--- src/rtl/fifo_bank_if.sv ---
// rtl/fifo_bank_if.sv - handshake/data bundle between a fifo_bank and its client
interface fifo_bank_if #(
    parameter int WIDTH    = 16,
    parameter int CHANNELS = 4,
    parameter int CW       = 4
);
    logic [CHANNELS-1:0]       push_i;
    logic [CHANNELS-1:0]       pop_i;
    logic [CHANNELS*WIDTH-1:0] dato_i;
    logic                      clr_err_i;
    logic [CHANNELS*WIDTH-1:0] dato_o;
    logic [CHANNELS-1:0]       full_o;
    logic [CHANNELS-1:0]       empty_o;
    logic [CHANNELS-1:0]       afull_o;
    logic [CHANNELS*CW-1:0]    count_o;
    logic [CHANNELS-1:0]       ovf_o;
    logic [CHANNELS-1:0]       udf_o;

    modport slave (
        input  push_i, pop_i, dato_i, clr_err_i,
        output dato_o, full_o, empty_o, afull_o, count_o, ovf_o, udf_o
    );

    modport master (
        output push_i, pop_i, dato_i, clr_err_i,
        input  dato_o, full_o, empty_o, afull_o, count_o, ovf_o, udf_o
    );
endinterface

--- src/rtl/fifo_bank.sv ---
// rtl/fifo_bank.sv - CHANNELS independent FWFT queues; FIFO_BANK_OVERWRITE_EN selects overwrite-oldest on full push
module fifo_bank #(
    parameter int WIDTH     = 16,
    parameter int DEPTH     = 8,
    parameter int CHANNELS  = 4,
    parameter int AFULL_LVL = DEPTH - 2
) (
    input  logic        clk,
    input  logic        rst_n,
    fifo_bank_if.slave  bus
);
    localparam int CW = $clog2(DEPTH + 1);
    localparam int PW = $clog2(DEPTH);

    for (genvar c = 0; c < CHANNELS; c++) begin : g_ch
        logic [WIDTH-1:0] r_mem [DEPTH];
        logic [PW-1:0]    r_wr;
        logic [PW-1:0]    r_rd;
        logic [CW-1:0]    r_cnt;
        logic             r_ovf;
        logic             r_udf;

        logic w_push, w_pop, w_full, w_empty;
        logic w_do_push, w_do_pop, w_ovw;
        logic w_ovf_evt, w_udf_evt;

        assign w_push    = bus.push_i[c];
        assign w_pop     = bus.pop_i[c];
        assign w_full    = (r_cnt == CW'(DEPTH));
        assign w_empty   = (r_cnt == '0);
        assign w_do_pop  = w_pop & ~w_empty;
        assign w_ovf_evt = w_push & w_full & ~w_pop;
        assign w_udf_evt = w_pop & w_empty;

`ifdef FIFO_BANK_OVERWRITE_EN
        // A full push without pop evicts the head, so the read pointer moves too.
        assign w_ovw     = w_ovf_evt;
        assign w_do_push = w_push;
`else
        assign w_ovw     = 1'b0;
        assign w_do_push = w_push & (~w_full | w_pop);
`endif

        always_ff @(posedge clk or negedge rst_n) begin
            if (!rst_n) begin
                for (int i = 0; i < DEPTH; i++) r_mem[i] <= '0;
                r_wr  <= '0;
                r_rd  <= '0;
                r_cnt <= '0;
                r_ovf <= 1'b0;
                r_udf <= 1'b0;
            end else begin
                if (w_do_push) begin
                    r_mem[r_wr] <= bus.dato_i[c*WIDTH +: WIDTH];
                    r_wr        <= (r_wr == PW'(DEPTH - 1)) ? '0 : r_wr + 1'b1;
                end
                if (w_do_pop | w_ovw)
                    r_rd <= (r_rd == PW'(DEPTH - 1)) ? '0 : r_rd + 1'b1;
                r_cnt <= r_cnt + CW'(w_do_push) - CW'(w_do_pop) - CW'(w_ovw);
                // A new event wins over a simultaneous clear.
                if (w_ovf_evt)          r_ovf <= 1'b1;
                else if (bus.clr_err_i) r_ovf <= 1'b0;
                if (w_udf_evt)          r_udf <= 1'b1;
                else if (bus.clr_err_i) r_udf <= 1'b0;
            end
        end

        assign bus.dato_o[c*WIDTH +: WIDTH] = r_mem[r_rd];
        assign bus.count_o[c*CW +: CW]      = r_cnt;
        assign bus.full_o[c]                = w_full;
        assign bus.empty_o[c]               = w_empty;
        assign bus.afull_o[c]               = (r_cnt >= CW'(AFULL_LVL));
        assign bus.ovf_o[c]                 = r_ovf;
        assign bus.udf_o[c]                 = r_udf;
    end
endmodule

--- src/flat_wrapper.sv ---
// flat-port wrapper written by rule: the top's interface ports become plain ports
module fifo_bank_flat 
#(
    parameter int WIDTH     = 16,
    parameter int DEPTH     = 8,
    parameter int CHANNELS  = 4,
    parameter int AFULL_LVL = DEPTH - 2
)
  (clk, rst_n, bus_push_i, bus_pop_i, bus_dato_i, bus_clr_err_i, bus_dato_o, bus_full_o, bus_empty_o, bus_afull_o, bus_count_o, bus_ovf_o, bus_udf_o);
  fifo_bank_if #(.WIDTH(WIDTH), .CHANNELS(CHANNELS), .CW((4))) bus_i ();
  input  logic clk;
  input  logic rst_n;
  input wire logic [$bits(bus_i.push_i)-1:0] bus_push_i;
  input wire logic [$bits(bus_i.pop_i)-1:0] bus_pop_i;
  input wire logic [$bits(bus_i.dato_i)-1:0] bus_dato_i;
  input wire logic [$bits(bus_i.clr_err_i)-1:0] bus_clr_err_i;
  output wire logic [$bits(bus_i.dato_o)-1:0] bus_dato_o;
  output wire logic [$bits(bus_i.full_o)-1:0] bus_full_o;
  output wire logic [$bits(bus_i.empty_o)-1:0] bus_empty_o;
  output wire logic [$bits(bus_i.afull_o)-1:0] bus_afull_o;
  output wire logic [$bits(bus_i.count_o)-1:0] bus_count_o;
  output wire logic [$bits(bus_i.ovf_o)-1:0] bus_ovf_o;
  output wire logic [$bits(bus_i.udf_o)-1:0] bus_udf_o;
  assign bus_i.push_i = bus_push_i;
  assign bus_i.pop_i = bus_pop_i;
  assign bus_i.dato_i = bus_dato_i;
  assign bus_i.clr_err_i = bus_clr_err_i;
  assign bus_dato_o = bus_i.dato_o;
  assign bus_full_o = bus_i.full_o;
  assign bus_empty_o = bus_i.empty_o;
  assign bus_afull_o = bus_i.afull_o;
  assign bus_count_o = bus_i.count_o;
  assign bus_ovf_o = bus_i.ovf_o;
  assign bus_udf_o = bus_i.udf_o;
  fifo_bank #(.WIDTH(WIDTH), .DEPTH(DEPTH), .CHANNELS(CHANNELS), .AFULL_LVL(AFULL_LVL)) u_core (.clk(clk), .rst_n(rst_n), .bus(bus_i));
endmodule
--- config.mk ---
export PLATFORM = sky130hd
export DESIGN_NAME = fifo_bank_flat
export DESIGN_NICKNAME = d
export VERILOG_FILES = /design/src/rtl/fifo_bank_if.sv /design/src/rtl/fifo_bank.sv /design/src/flat_wrapper.sv
export SDC_FILE = /design/constraint.sdc
export NUM_CORES = 1
export LEC_CHECK = 0
export BUFFER_PORTS_ARGS = -buffer_cell sky130_fd_sc_hd__buf_2
export CELL_PAD_IN_SITES_DETAIL_PLACEMENT = 0
export CELL_PAD_IN_SITES_GLOBAL_PLACEMENT = 2
export CORE_AREA = 5 5 238 240
export DETAILED_ROUTE_END_ITERATION = 8
export DIE_AREA = 0 0 243 245
export PLACE_DENSITY_LB_ADDON = 0.1
export RECOVER_POWER = 25
export SYNTH_ARGS = -nofsm -noshare
export SYNTH_HDL_FRONTEND = slang
export SYNTH_SLANG_ARGS = --single-unit
--- constraint.sdc ---
create_clock -name clk -period 3.7 [get_ports clk]
set_input_delay 0.37 -clock clk [delete_from_list [all_inputs] [get_ports clk]]
set_output_delay 0.37 -clock clk [all_outputs]
set_load 0.02 [all_outputs]
==> out/results.ini, run 1 <==
[critical_path]
critPathKind = reg -> out
crit_end = bus_dato_o[42]
path_max_fanout = 22
cp-end-kind = primary output
timing.rr.end = u_core.g_ch[2].r_mem[126]
reg2reg_setup_slack_ns = 1.05
rr_worst_depth = 5
startpoint = u_core.g_ch[2].r_rd[0]
crit_arrival_ns = 2.76
r2r-start = u_core.g_ch[2].r_cnt[2]
cp-start-kind = register
cp.required_ns = 3.33

[floorplanning]
die_area_sq_mm = 0.0595
die_w_um = 243
fp.dieH_um = 245
fp-row-count = 86
top_level_ports = 175
start_util_pct = 48.4
core_area_sq_mm = 0.0544

[finish]
layout.nets = 1897
fillers = 4414
postLayoutCoreUtil_pct = 55.2
drive_gt1_share_pct = 58.9
regArea_sq_mm = 0.0140
area_growth_pct = 14.0
fin_cells = 2527
multi_input_area_sq_mm = 0.0115

[grt]
track_usage_pct = 19.8
antenna_found_initial = 5
grt_pass1_vias = 15600
grt_pass1_wl_mm = 92.9
grt_max_degree = 100
grt_overflow = 0

[synth]
ys_seq_area_share_pct = 53.2
avgSynthCellArea_sq_um = 16.5
yosys.cell_types.count = 38
synth_edf_count = 0
yosysWarnings = 0
synth-main-ff-cell = dfrtp_1
syn-cell-area_sq_mm = 0.0264
postSynthCellCount = 1595
synth_nets = 1718
synthArstFlopShare_pct = 100
synth_seq_cells = 560

[status]
violations = max-capacitance violations, max-slew violations
outcome = finished with violations

[sta]
maxSlewViolCount = 86
fin_crit_ns = 3.13
tightest_slew_ns = 2.50
grt_setup_unrepaired = false
setup_slack_ns = 0.572
tns_ns = 0
period_share_pct = 84.6
final_hold_viol_count = 0
slew_headroom_pct = -66.4
setup_viol = 0
fin_skew_ns = 0.0140
fmax_mhz = 320

[drt]
wirelength_mm = 58.1
routed_via_density = 5.62
post_drt_wl_per_cell_um = 23.0
drc = 0
drtIter0Drc = 541
antenna_left = 0
vias = 14200
dr.pass1.iters = 4

[clock_tree]
cts_root_buf = clkbuf_16
clock_latency_ns = 0.60
clk_pin_slew_ns = 0.06
cts_buffers = 60
cts_hold_buf = 1
postCtsSetupBuffers = 0
numClockSinks = 560
h-tree-depth = 2
cts_resized = 0
clock_path_buffers = 3
cts_tree = built

[placed_design]
io_buffer_count = 174
dpl.cell_count = 2415
pre_cts_ws_ns = 1.05
gp_congestion = 0.735
dpl.hpwl_mm = 36.3

[pwr]
leakage_nw = 13.3
power_density_mw_per_mm2 = 1010
power_frac_clock_pct = 20.7
seqPwrFrac_pct = 37.7
combPwrFrac_pct = 41.6
ir_drop_mv = 0.500
p_sw_share_pct = 32.9
p_sw_w = 0.00998
internal_power_w = 0.0204

[run]
drv_cap = 1

[min_path]
holdCritPathClass = in -> reg

-- placed cells by master, fill, tap and decap left out, types with 3 or more instances in the layout --
cell / Yosys / final
dfrtp_1: 560 / 556
mux2_2: 554 / 554
buf_2: 26 / 173
mux4_2: 128 / 128
clkbuf_16: 0 / 61
mux2_4: 44 / 44
ha_1: 44 / 44
inv_1: 40 / 40
buf_4: 20 / 31
clkbuf_8: 0 / 25
nand2_1: 18 / 18
clkbuf_1: 25 / 15
nor2_1: 14 / 14
buf_12: 2 / 13
nor4b_4: 6 / 12
a21o_1: 7 / 7
and2_0: 0 / 7
xor2_1: 6 / 6
or4b_1: 6 / 6
nor3_2: 6 / 6
nor2b_1: 5 / 5
a22o_1: 5 / 5
bufinv_16: 0 / 5
nand2b_1: 4 / 4
a21oi_1: 4 / 4
or4_1: 4 / 4
fa_1: 4 / 4
dfrtp_2: 0 / 4
nand4b_4: 3 / 3
a32o_1: 3 / 3
clkinv_2: 0 / 3
-- per-layer routing --
layer | GRT usage, % | part of all wire [%] | up-vias
li1 | - | - | 6283
met2 | 32.8 | 49 | 215
met3 | 3.59 | 4.2 | 79
met5 | 0 | 0.095 | -
met4 | 4.41 | 1.6 | 8
met1 | 27.7 | 45 | 7613
-- flip-flops by register name, indices dropped and copies added (netlist names) --
name	cells
u_core.g_ch.r_cnt	16
u_core.g_ch.r_rd	12
u_core.g_ch.r_mem	512
u_core.g_ch.r_wr	12
u_core.g_ch.r_ovf	4
u_core.g_ch.r_udf	4
-- area by class of cell --
| type | instances | area share (%) |
|---|---|---|
| Sequential cell | 560 | 46.7 |
| Multi-Input combinational cell | 893 | 38.3 |
| Clock buffer | 101 | 6.41 |
| Timing Repair Buffer | 219 | 4.57 |
| Tap cell | 704 | 2.93 |
| Clock inverter | 9 | 0.579 |
| Inverter | 40 | 0.500 |
| Antenna cell | 1 | 0.00833 |
-- power groups by stage --
stage / combinational (W) / clock [W] / sequential [W]
after floorplan: 0.0102 / 0 / 0.0105
after global placement: 0.0125 / 0 / 0.0114
after detailed placement: 0.0128 / 0 / 0.0115
after CTS: 0.0129 / 0.00648 / 0.0115
after global routing: 0.0137 / 0.00673 / 0.0118
final: 0.0126 / 0.00628 / 0.0114
-- synth_stat cells, types with 3 or more instances --
cell,instances,area (sq um)
or4b_1,6,60.1
nor2_1,14,52.6
or4_1,4,30.0
nor3_2,6,60.1
clkbuf_1,25,93.8
and2_1,8,50.1
nor4b_4,6,143
a21o_1,7,52.6
nand4b_4,3,71.3
mux2_2,554,6240
inv_1,40,150
mux4_2,128,2880
buf_2,26,130
xor2_1,6,52.6
nand2_1,18,67.6
a22o_1,5,43.8
buf_4,20,150
a21oi_1,4,20.0
nor2b_1,5,31.3
buf_6,25,282
mux2_4,44,661
fa_1,4,80.1
dfrtp_1,560,14000
nand2b_1,4,25.0
a32o_1,3,30.0
nor4b_2,6,90.1
ha_1,44,551
-- critical path: stages, from the launching register on --
cell and delay, ns:
dfrtp_2 0.83, buf_4 0.33, mux4_2 0.53, mux2_2 0.29, buf_2 0.16
-- kinds of logic after synthesis --
group / after synthesis / share of synthesized area (%)
buffers and inverters: 142 / 3.36
adder cells (fa/ha/maj): 48 / 2.39
AND/OR/NAND/NOR: 89 / 3.04
flip-flops: 560 / 53.2
XOR/XNOR: 8 / 0.266
AO/OA/AOI/OAI: 20 / 0.593
multiplexers: 728 / 37.2
-- how the worst min path moves through the flow --
stage                 startpoint                        end  slack, ns  cells past startpoint
floorplan                  rst_n    u_core.g_ch[0].r_cnt[0]       0.07                      0
global placement           rst_n  u_core.g_ch[2].r_mem[118]       0.46                      1
detailed placement         rst_n  u_core.g_ch[2].r_mem[118]       0.46                      1
CTS                 bus_pop_i[1]       u_core.g_ch[1].r_udf       0.02                      2
global route        bus_pop_i[1]       u_core.g_ch[1].r_udf       0.04                      2
finish              bus_pop_i[1]       u_core.g_ch[1].r_udf       0.07                      2
-- per-stage QoR --
step                hold WS (ns)  instance area, sq um  power [W]
floorplan                 0.0744                 26400     0.0207
finish                    0.0736                 30000     0.0303
global placement           0.463                 27900     0.0239
detailed placement         0.464                 27900     0.0244
global route              0.0437                 30000     0.0323
CTS                       0.0152                 30000     0.0308
Note: power is estimated with default switching activity, not from simulation.
==> run 2, diff against run 1 <==
--- a/config.mk
+++ b/config.mk
@@ -8,9 +8,9 @@
 export BUFFER_PORTS_ARGS = -buffer_cell sky130_fd_sc_hd__buf_2
 export CELL_PAD_IN_SITES_DETAIL_PLACEMENT = 0
 export CELL_PAD_IN_SITES_GLOBAL_PLACEMENT = 2
-export CORE_AREA = 5 5 238 240
+export CORE_AREA = 5 5 260 262
 export DETAILED_ROUTE_END_ITERATION = 8
-export DIE_AREA = 0 0 243 245
+export DIE_AREA = 0 0 265 267
 export PLACE_DENSITY_LB_ADDON = 0.1
 export RECOVER_POWER = 25
 export SYNTH_ARGS = -nofsm -noshare
==> constraint.sdc (replaced) <==
create_clock -name clk -period 2.68 [get_ports clk]
set_input_delay 0.268 -clock clk [delete_from_list [all_inputs] [get_ports clk]]
set_output_delay 0.268 -clock clk [all_outputs]
set_load 0.02 [all_outputs]
==> out/results.ini, run 2 (synthesis gave the netlist of run 1 again) <==
[status]
outcome = finished with violations
violations = max-capacitance violations, max-slew violations

[sta]
setup_slack_ns = 0.116
fin_skew_ns = 0.0192
slew_headroom_pct = -47.1
grt_setup_unrepaired = false
setup_viol = 0
period_share_pct = 95.7
maxSlewViolCount = 69
tightest_slew_ns = 2.21
final_hold_viol_count = 0
tns_ns = 0
fin_crit_ns = 2.56
fmax_mhz = 390

[clock_tree]
clock_path_buffers = 3
cts_tree = built
cts_buffers = 66
cts_root_buf = clkbuf_16
h-tree-depth = 3
numClockSinks = 560
clk_pin_slew_ns = 0.06
clock_latency_ns = 0.58

[floorplanning]
start_util_pct = 40.5
top_level_ports = 175
fp-row-count = 94
die_w_um = 265
die_area_sq_mm = 0.0708
fp.dieH_um = 267
core_area_sq_mm = 0.0652

[finish]
drive_gt1_share_pct = 58.2
layout.nets = 1993
largest_reg_flops = 512
final_common_cell = dfrtp_1
layout_common_cells = dfrtp_1 (556), mux2_2 (554), buf_2 (173)
regMostFlops = u_core.g_ch.r_mem
area_growth_pct = 18.3
fillers = 5711
top_regs = u_core.g_ch.r_mem: 512 flops, u_core.g_ch.r_cnt: 16 flops

[drt]
drc = 0
antenna_left = 0
dr.pass1.iters = 4
routed_via_density = 5.24
post_drt_wl_per_cell_um = 22.3
vias = 14600
wirelength_mm = 62.1
drtIter0Drc = 568

[grt]
grt_pass1_vias = 16300
antenna_found_initial = 3
track_usage_pct = 17.9
grt_pass1_wl_mm = 99.0
grt_overflow = 0
grt_max_degree = 77

[critical_path]
slowest_stage = dfrtp_4
cp.required_ns = 2.41
critPathMaxStageDelay_ns = 0.53
cp-start-kind = register
critPathKind = reg -> out
reg2reg_setup_slack_ns = 0.21
crit_arrival_ns = 2.30
path_cells = buf_12 -> mux4_2 -> mux2_2 -> buf_2
path_max_fanout = 12
cp-end-kind = primary output
rr_worst_depth = 6

[min_path]
holdCritPathClass = in -> reg
whs_path_depth = 2

[pwr]
power.total_w = 0.0430
p_sw_w = 0.0141
internal_power_w = 0.0288
power_frac_clock_pct = 21.3
seqPwrFrac_pct = 35.4
combPwrFrac_pct = 43.2
ir_drop_mv = 0.652
power_density_mw_per_mm2 = 1380
p_sw_share_pct = 32.9
leakage_nw = 13.7

[placed_design]
io_buffer_count = 174
gp_congestion = 0.711
dpl.hpwl_mm = 39.0
pre_cts_ws_ns = 0.190

[run]
drv_cap = 1

run 2: changes by cell type in the layout (fill, tap and decap cells not counted), sizes merged:
| cell | change |
|---|---|
| diode | +1 |
| clkinv | +3 |
| clkbuf | +2 |
| buf | +35 |
| inv | +2 |
| dlygate4sd3 | +51 |
| bufinv | +1 |
run 2: final timing paths:
check                                      endpoint                    start
max                                  bus_dato_o[63]   u_core.g_ch[3].r_rd[0]
max in group asynchronous  u_core.g_ch[2].r_mem[80]                    rst_n
max reg2reg                u_core.g_ch[1].r_mem[11]  u_core.g_ch[1].r_cnt[2]
min in group asynchronous  u_core.g_ch[2].r_mem[43]                    rst_n
min reg2reg                    u_core.g_ch[2].r_ovf     u_core.g_ch[2].r_ovf
min                        u_core.g_ch[2].r_mem[92]           bus_dato_i[44]
run 2: final cells by class:
type,instances,area [sq um],area share [%]
clock inverters,15,233,0.747
inverters,40,150,0.482
flip-flops and latches,560,14000,45.0
diodes,2,5.00,0.0161
clock buffers,99,1980,6.35
multi-input cells,893,11500,36.9
repair buffers,309,2190,7.02
well taps,864,1080,3.47
run 2: metal layers:
metal,share of wire (%),track usage (%),vias to the layer above
li1,-,-,6469
met2,48,29.1,189
met3,3.8,3.14,92
met1,46,25.2,7831
met5,0.042,0,-
met4,2.2,4.43,4
run 2: repair_timing:
item / 4_1_cts / 5_1_grt
gates resized for setup: 2 / 0
endpoints found under the setup margin: 28 / 1
buffers inserted: 5 / 1
endpoints found under the hold margin: 308 / 0
hold buffers: 52 / 0
run 2: power by group through the flow:
stage	clock (W)	combinational, W	sequential, W
2_1_floorplan	0	0.0141	0.0145
3_3_place_gp	0	0.0184	0.0152
3_5_place_dp	0	0.0187	0.0154
4_1_cts	0.00948	0.0190	0.0152
5_1_grt	0.00984	0.0202	0.0157
6_report	0.00916	0.0186	0.0152
run 2: metrics by stage:
stage / std cells / hold slack, ns / utilization, % / cell area [sq um]
6_report: 2782 / 0.0418 / 47.8 / 31200
5_1_grt: 2780 / 0.0201 / 47.8 / 31200
4_1_cts: 2779 / 0.000127 / 47.9 / 31200
3_5_place_dp: 2608 / 0.317 / 43.6 / 28400
3_3_place_gp: 2608 / 0.325 / 43.6 / 28400
2_1_floorplan: 1595 / -0.0276 / - / 26400
run 2: worst max-delay path, delay by kind of cell (launching register included):
family	cells	cell delay, ns
DFF	1	0.53
buffers and inverters	2	0.36
muxes	2	0.83
==> run 3, diff against run 2 <==
--- a/config.mk
+++ b/config.mk
@@ -8,11 +8,12 @@
 export BUFFER_PORTS_ARGS = -buffer_cell sky130_fd_sc_hd__buf_2
 export CELL_PAD_IN_SITES_DETAIL_PLACEMENT = 0
 export CELL_PAD_IN_SITES_GLOBAL_PLACEMENT = 2
-export CORE_AREA = 5 5 260 262
+export CORE_AREA = 3 3 212 317
 export DETAILED_ROUTE_END_ITERATION = 8
-export DIE_AREA = 0 0 265 267
+export DIE_AREA = 0 0 215 320
 export PLACE_DENSITY_LB_ADDON = 0.1
 export RECOVER_POWER = 25
+export SLEW_MARGIN = 20
 export SYNTH_ARGS = -nofsm -noshare
 export SYNTH_HDL_FRONTEND = slang
 export SYNTH_SLANG_ARGS = --single-unit
==> out/results.ini, run 3 (synthesis gave the netlist of run 1 again) <==
[status]
outcome = finished with violations
violations = max-capacitance violations, max-slew violations

[sta]
slew_headroom_pct = -39.3
setup_viol = 0
grt_setup_unrepaired = true
fin_hold_ws_ns = 0.0871
tightest_slew_ns = 2.09
maxSlewViolCount = 27
setup_slack_ns = 0.105
final_hold_viol_count = 0
fin_skew_ns = 0.0200
tns_ns = 0
fin_crit_ns = 2.58
period_share_pct = 96.1
fmax_mhz = 388

[clock_tree]
cts_buffers = 59
h-tree-depth = 2
clock_path_buffers = 3
clk_pin_slew_ns = 0.07
cts_root_buf = clkbuf_16
numClockSinks = 560
cts_tree = built
clock_latency_ns = 0.62

[grt]
grt_overflow = 0
track_usage_pct = 17.7
grt_pass1_wl_mm = 95.4
grt_max_degree = 117
grt_pass1_vias = 16000
antenna_found_initial = 3

[finish]
largest_reg_flops = 512
regMostFlops = u_core.g_ch.r_mem
layout.nets = 1999
area_growth_pct = 18.7
fin_cells = 2796
layout_common_cells = dfrtp_1 (556), mux2_2 (547), buf_2 (169)
fillers = 5701
final_common_cell = dfrtp_1
drive_gt1_share_pct = 57.7
top_regs = u_core.g_ch.r_mem: 512 flops, u_core.g_ch.r_cnt: 16 flops

[drt]
post_drt_wl_per_cell_um = 21.6
routed_via_density = 5.21
drc = 0
vias = 14600
drtIter0Drc = 644
antenna_left = 0
wirelength_mm = 60.5
dr.pass1.iters = 6

[floorplanning]
core_area_sq_mm = 0.0646
die_w_um = 215
start_util_pct = 40.8
fp.dieH_um = 320
top_level_ports = 175
fp-row-count = 114
die_area_sq_mm = 0.0688

[critical_path]
cp-start-kind = register
rr_worst_depth = 8
critPathKind = reg -> out
cp-end-kind = primary output
path_max_fanout = 17
r2r-start = u_core.g_ch[1].r_cnt[2]
worst-path-stages = 4
slowest_stage = mux4_2
path_buf_inv = 2
critPathMaxStageDelay_ns = 0.53
cp.required_ns = 2.41
reg2reg_setup_slack_ns = 0.38
path_cells = clkbuf_16 -> mux4_2 -> mux2_2 -> buf_2
cp_top_family = multiplexers
crit_arrival_ns = 2.31
timing.rr.end = u_core.g_ch[1].r_cnt[2]

[placed_design]
io_buffer_count = 174
dpl.cell_count = 2605
gp_congestion = 0.705
pre_cts_ws_ns = 0.399
dpl.hpwl_mm = 37.2

[min_path]
whs_path_depth = 2
holdCritPathClass = in -> reg
holdPathEnd = u_core.g_ch[3].r_ovf
hold_start = bus_push_i[3]

[pwr]
leakage_nw = 13.8
power_density_mw_per_mm2 = 1360
power.total_w = 0.0425
ir_drop_mv = 0.632

[run]
drv_cap = 1

-- run 3: cell count changes in the layout (fill, tap and decap cells not counted), sizes merged --
cell	before	now
dlygate4sd3	52	72
clkbuf	104	90
buf	252	241
clkinv	7	14
clkinvlp	0	6
inv	42	44
bufinv	6	5
diode	2	1
-- run 3: metal layers --
| layer | GRT usage [%] | share of wire, % | vias to the layer above | wire, um |
|---|---|---|---|---|
| met1 | 23.6 | 44 | 7790 | 26700 |
| li1 | - | - | 6464 | - |
| met4 | 4.25 | 2.0 | 2 | 1190 |
| met5 | 0 | 0.021 | - | 13 |
| met3 | 3.24 | 3.9 | 82 | 2330 |
| met2 | 30.2 | 50 | 220 | 30200 |
-- run 3: timing repair --
action,4_1_cts,5_1_grt
endpoints found under the hold margin,924,0
setup buffers,4,2
endpoints found under the setup margin,29,40
resized for setup,15,5
gates cloned,0,2
hold buffers,72,0
-- run 3: power by group --
group	internal, W	switching (W)
clock	0.00490	0.00351
sequential	0.0128	0.00239
combinational	0.0106	0.00826
-- run 3: how the worst max path moves through the flow --
stage                                 start                         to  slack (ns)
finish               u_core.g_ch[3].r_rd[0]             bus_dato_o[57]        0.10
global route         u_core.g_ch[0].r_rd[0]              bus_dato_o[2]      -0.009
CTS                  u_core.g_ch[3].r_rd[0]             bus_dato_o[52]      -0.003
detailed placement  u_core.g_ch[1].r_cnt[2]    u_core.g_ch[1].r_cnt[2]        0.40
global placement    u_core.g_ch[3].r_cnt[2]  u_core.g_ch[3].r_mem[112]        0.42
floorplan           u_core.g_ch[1].r_cnt[2]    u_core.g_ch[1].r_cnt[2]        0.30
-- run 3: stage by stage --
step / util, % / cell area (sq um)
after global placement: 44.0 / 28400
final: 48.4 / 31300
after global routing: 48.4 / 31300
after floorplan: - / 26400
after detailed placement: 44.0 / 28400
after CTS: 48.3 / 31200
-- run 3: layout make-up --
class / instances / area, sq um / share of cell area (%)
clock inverter: 29 / 310 / 0.992
inverter: 40 / 150 / 0.480
timing repair buffer: 322 / 2470 / 7.89
antenna: 1 / 2.50 / 0.00800
sequential: 560 / 14000 / 44.8
tap: 870 / 1090 / 3.48
multi-input combinational: 893 / 11600 / 36.9
clock buffer: 81 / 1690 / 5.40
-- run 3: worst register-to-register path: cells and delay by family (launching register included) --
family | cells | cell delay [ns]
adder cells (fa/ha/maj) | 3 | 0.79
XOR/XNOR | 1 | 0.18
buffers and inverters | 2 | 0.17
flip-flops | 1 | 0.40
AND/OR/NAND/NOR | 2 | 0.64
